$ cat config.mk
export PLATFORM = sky130hd
export DESIGN_NAME = io_port_fx
export DESIGN_NICKNAME = d
export VERILOG_FILES = /design/src/rtl/io_port_fx.sv
export SDC_FILE = /design/constraint.sdc
export NUM_CORES = 1
export LEC_CHECK = 0
export CAP_MARGIN = 0
export CORE_ASPECT_RATIO = 1.1
export CORE_MARGIN = 5
export CORE_UTILIZATION = 55
export DETAILED_ROUTE_END_ITERATION = 8
export PLACE_DENSITY = 0.81
export SLEW_MARGIN = 10
export SYNTH_ARGS = -nofsm -noshare
export SYNTH_HDL_FRONTEND = slang
export SYNTH_SLANG_ARGS = --single-unit
$ cat constraint.sdc
create_clock -name clk -period 3.2 [get_ports clk]
set_clock_uncertainty 0.15 [all_clocks]
set_input_delay 0.64 -clock clk [delete_from_list [all_inputs] [get_ports clk]]
set_output_delay 0.64 -clock clk [all_outputs]
set_load 0.01 [all_outputs]
$ cat src/rtl/io_port_fx.sv
// IN/OUT responder: one FIFO per direction plus a core stall.
// Optional feature macro IO_BYPASS_EN forwards ext_in_data on an IN to an empty input FIFO.
module io_port_fx #(
    parameter int NBDATA = 32,
    parameter int IDEPTH = 4,
    parameter int ODEPTH = 4
) (
    input  logic                     clk,
    input  logic                     rst,
    input  logic                     req_in,
    output logic [NBDATA-1:0]        io_in,
    input  logic                     out_en,
    input  logic [NBDATA-1:0]        out_data,
    output logic                     stall,
    input  logic [NBDATA-1:0]        ext_in_data,
    input  logic                     ext_in_valid,
    output logic                     ext_in_ready,
    output logic [NBDATA-1:0]        ext_out_data,
    output logic                     ext_out_valid,
    input  logic                     ext_out_ready,
    output logic [$clog2(IDEPTH):0]  in_level,
    output logic [$clog2(ODEPTH):0]  out_level
);

    localparam int IAW = $clog2(IDEPTH);
    localparam int OAW = $clog2(ODEPTH);
    localparam int ILW = IAW + 1;
    localparam int OLW = OAW + 1;
    localparam logic [ILW-1:0] IFULL = ILW'(IDEPTH);
    localparam logic [OLW-1:0] OFULL = OLW'(ODEPTH);

    // Handshake: a word moves on a rising edge where valid and ready are both high.
    // ready never looks at the partner's valid, except that a bypass forces ext_in_ready.

    logic              run_q, run_d;
    logic [NBDATA-1:0] in_mem_q [IDEPTH];
    logic [NBDATA-1:0] in_mem_d [IDEPTH];
    logic [IAW-1:0]    in_wr_q, in_wr_d, in_rd_q, in_rd_d;
    logic [ILW-1:0]    in_lvl_q, in_lvl_d;
    logic [NBDATA-1:0] out_mem_q [ODEPTH];
    logic [NBDATA-1:0] out_mem_d [ODEPTH];
    logic [OAW-1:0]    out_wr_q, out_wr_d, out_rd_q, out_rd_d;
    logic [OLW-1:0]    out_lvl_q, out_lvl_d;

    logic in_empty, in_full, out_empty, out_full;
    logic in_push, in_pop, out_push, out_pop;
    logic bypass_hit;

    assign in_empty  = (in_lvl_q == '0);
    assign in_full   = (in_lvl_q == IFULL);
    assign out_empty = (out_lvl_q == '0);
    assign out_full  = (out_lvl_q == OFULL);

`ifdef IO_BYPASS_EN
    assign bypass_hit = run_q & req_in & in_empty & ext_in_valid;
`else
    assign bypass_hit = 1'b0;
`endif

    // run_q holds every handshake and the stall low until the first edge after reset.
    assign run_d        = 1'b1;
    assign ext_in_ready = run_q & (!in_full | bypass_hit);
    assign in_push      = ext_in_valid & ext_in_ready & !bypass_hit;
    assign in_pop       = req_in & !in_empty;
    assign out_push     = run_q & out_en & !out_full;
    assign out_pop      = ext_out_ready & !out_empty;

    always_comb begin
        in_mem_d = in_mem_q;
        in_wr_d  = in_wr_q;
        in_rd_d  = in_rd_q;
        in_lvl_d = in_lvl_q;
        if (in_push) begin
            in_mem_d[in_wr_q] = ext_in_data;
            in_wr_d           = in_wr_q + IAW'(1);
        end
        if (in_pop) begin
            in_rd_d = in_rd_q + IAW'(1);
        end
        case ({in_push, in_pop})
            2'b10:   in_lvl_d = in_lvl_q + ILW'(1);
            2'b01:   in_lvl_d = in_lvl_q - ILW'(1);
            default: in_lvl_d = in_lvl_q;
        endcase
    end

    always_comb begin
        out_mem_d = out_mem_q;
        out_wr_d  = out_wr_q;
        out_rd_d  = out_rd_q;
        out_lvl_d = out_lvl_q;
        if (out_push) begin
            out_mem_d[out_wr_q] = out_data;
            out_wr_d            = out_wr_q + OAW'(1);
        end
        if (out_pop) begin
            out_rd_d = out_rd_q + OAW'(1);
        end
        case ({out_push, out_pop})
            2'b10:   out_lvl_d = out_lvl_q + OLW'(1);
            2'b01:   out_lvl_d = out_lvl_q - OLW'(1);
            default: out_lvl_d = out_lvl_q;
        endcase
    end

    always_ff @(posedge clk or negedge rst) begin
        if (!rst) begin
            run_q     <= 1'b0;
            in_wr_q   <= '0;
            in_rd_q   <= '0;
            in_lvl_q  <= '0;
            out_wr_q  <= '0;
            out_rd_q  <= '0;
            out_lvl_q <= '0;
            for (int i = 0; i < IDEPTH; i++) in_mem_q[i] <= '0;
            for (int i = 0; i < ODEPTH; i++) out_mem_q[i] <= '0;
        end else begin
            run_q     <= run_d;
            in_wr_q   <= in_wr_d;
            in_rd_q   <= in_rd_d;
            in_lvl_q  <= in_lvl_d;
            in_mem_q  <= in_mem_d;
            out_wr_q  <= out_wr_d;
            out_rd_q  <= out_rd_d;
            out_lvl_q <= out_lvl_d;
            out_mem_q <= out_mem_d;
        end
    end

    // A full output FIFO stalls regardless of ext_out_ready, keeping that input off the stall path.
    assign stall = run_q & ((req_in & in_empty & !bypass_hit) | (out_en & out_full));

    always_comb begin
        io_in = '0;
        if (bypass_hit) begin
            io_in = ext_in_data;
        end else if (!in_empty) begin
            io_in = in_mem_q[in_rd_q];
        end
    end

    assign ext_out_data  = out_empty ? '0 : out_mem_q[out_rd_q];
    assign ext_out_valid = !out_empty;
    assign in_level      = in_lvl_q;
    assign out_level     = out_lvl_q;

endmodule

==> flow_summary.toml <==
[finish]
fin_util_pct = 69.38
n_antenna_cell = 0
nFillCells = 1568
regArea_mm2 = 0.006784
stdcell_count = 1244
drive_above_1_share_pct = 43.62
syn_to_final_growth_pct = 23.48
multiInputGateArea_mm2 = 0.005346
layout.nets = 1009

[floorplan]
initial_core_util_pct = 56.19
boundaryPins = 143
rows = 57
die_w_um = 153.8
core_mm2 = 0.02225
die-area_mm2 = 0.02585
die_y_um = 168.1

[yosys]
syn_inst = 770
synth.most_common_cell = "dfrtp_1"
ys_types = 27
yosys-top-cells-area = "dfrtp_1 54%, mux2_2 23%, mux4_2 12%"
synth_top_area_cell = "dfrtp_1"
ys_ff_latch = 271
synthesis.nets = 852
synth_edf_count = 0
syn-cell-area_mm2 = 0.01250
syn_area_per_cell_um2 = 16.24
synth-seq-area-share_pct = 54.24
synth_warnings = 0
synth_top_area_share_pct = 54.24
async_flop_share_pct = 100.0
synth_flop_cell = "dfrtp_1"
synth_common_cells = "271 x dfrtp_1, 258 x mux2_2, 64 x mux4_2"

[placed_design]
dp_hpwl_um = 15530
dp.cells = 1187
gp_congestion = 0.7372
port-buffer-count = 142

[routing]
first_pass_iters = 7
avgViaCountPerCell = 5.621
wl_per_cell_um = 20.29
routed-wl-met3_um = 875
ant_nets = 0
finalWirelength_um = 25240
initialDrtViolationCount = 200
dr_wl_met2_um = 12970
vias = 6992
wirelength_met1_um = 11020
highest-signal-layer = "met4"
drc = 0

[grt]
antenna_found_initial = 0
grt_max_degree = 76
grt_usage_pct = 19.95
grt_first_pass_wirelength_um = 42200
grt_remaining_overflow = 0
first_global_vias = 7777

[worst_setup_path]
startpoint_type = "flip-flop"
required_ns = 2.41
worstPathMaxFanout = 7
path_delay_family = "buffers and inverters"
worstSetupEndpointType = "output pin"
cpPeakStageDelay_ns = 0.51
path_cells = "buf_16 -> mux4_2 -> and2b_1 -> clkdlybuf4s50_1"
cp_num_buf_inv = 2
slowest_stage = "dfrtp_2"
crit_type = "flip-flop to output pin"
worst_ep_arrival_time_ns = 2.35

[sta]
slew_headroom_pct = 61.99
setup_tns_ns = 0
finalMaxSlewViolations = 0
max_freq_mhz = 318.5
fin_crit_sh_pct = 98.12
fin_crit_ns = 3.140
rsz0062_at_grt = "yes"
finalHoldViolCount = 0
tightest_slew_ns = 0.5701
setup_viol = 0

[power_and_ir_drop]
max-vdd-ir-drop_mv = 0.6227
p_per_area_mw_per_mm2 = 1111
leakage_nw = 6.550

[status]
outcome = "finished clean"

[clocking]
cts_buffers = 28
htree_levels = 1
clkLatencyLatePin_ns = 0.53
path_clk_slew_ns = 0.06
cts_tree = "done"
cts_buffer_depth = 3
clock_sinks = 271
clockRootBuffer = "clkbuf_16"

[min_path]
min_path_type = "flip-flop to flip-flop"

[run]
cap_violations = 0
final cells by class:
cell class	count	share of cell area, %
inverters	12	0.2918
flip-flops and latches	271	43.94
well taps	295	2.391
repair buffers	174	12.33
clock inverters	8	0.7699
multi-input cells	440	34.63
clock buffers	44	5.649
sequential cells by signal, summed over array words and instances (netlist names):
signal and cells:
in_rd_q 2, out_rd_q 2, out_level 3, run_q 1, in_wr_q 2, out_wr_q 2, in_mem_q 128, out_mem_q 128
in_level 3
layer usage:
metal  GRT usage [%]  up-vias
li1                -     3105
met1           27.36     3750
met2           34.34      110
met3           2.978       27
met4           4.147        0
met5               0        -
cell usage in the layout (no fill, tap or decap), drive strengths merged, types with 2 or more instances in the layout:
cell type        n
nor2             5
clkinv           5
clkbuf          44
dlymetal6s2s     4
dlygate4sd2     26
ha              10
xor2             7
dfrtp          271
clkdlybuf4s50  111
nor3b           10
bufinv           3
and2            33
nor2b            8
xnor2            5
buf             32
mux2           258
inv             12
mux4            64
and2b           27
nand2            4
fa               2
where the power goes:
part	total [mW]	internal, mW	switching (mW)
sequential	6.08	5.16	0.921
clock	3.39	2.10	1.29
combinational	7.67	4.84	2.83
through the flow:
stage / hold WS [ns] / instance area, um2 / worst slack, ns / total power, mW
after detailed placement: 0.3404 / 14350 / 0.4683 / 14.00
final: 0.3509 / 15440 / 0.06019 / 17.15
after CTS: 0.3538 / 15410 / -0.09286 / 17.38
after global routing: 0.3588 / 15440 / -0.02306 / 18.22
after global placement: 0.3334 / 14350 / 0.4796 / 13.73
after floorplan: 0.1944 / 12500 / 0.9668 / 10.87
what timing repair did:
action | 4_1_cts | 5_1_grt
endpoints found under the setup margin | 48 | 18
gates cloned | 2 | 0
setup buffers | 1 | 1
gates resized for setup | 30 | 10
hold buffers | 1 | 0
pin swaps | 0 | 0
hold endpoints to repair | 69 | 0
kinds of logic after synthesis:
group	share of synthesized area (%)
xor+xnor	0.8406
simple gates	5.184
flops	54.24
mux	34.84
other cells	0.02999
fa+ha+maj	1.321
compound gates	0.1001
buf+inv	3.442
worst paths after layout:
kind	startpoint	to	slack, ns	depth (start not counted)
setup / recovery	in_rd_q[0]$_DFFE_PN0P_	io_in[2]	0.06	4
hold / removal	in_mem_q[43]$_DFFE_PN0P_	in_mem_q[43]$_DFFE_PN0P_	0.35	1
setup reg to reg	out_level[0]$_DFFE_PN0P_	out_level[2]$_DFFE_PN0P_	0.76	9
hold reg to reg	in_mem_q[43]$_DFFE_PN0P_	in_mem_q[43]$_DFFE_PN0P_	0.35	1
max in group asynchronous	rst	in_rd_q[0]$_DFFE_PN0P_	1.60	3
min in group asynchronous	rst	in_mem_q[92]$_DFFE_PN0P_	0.52	2
Power figures use the tool's default switching activity.
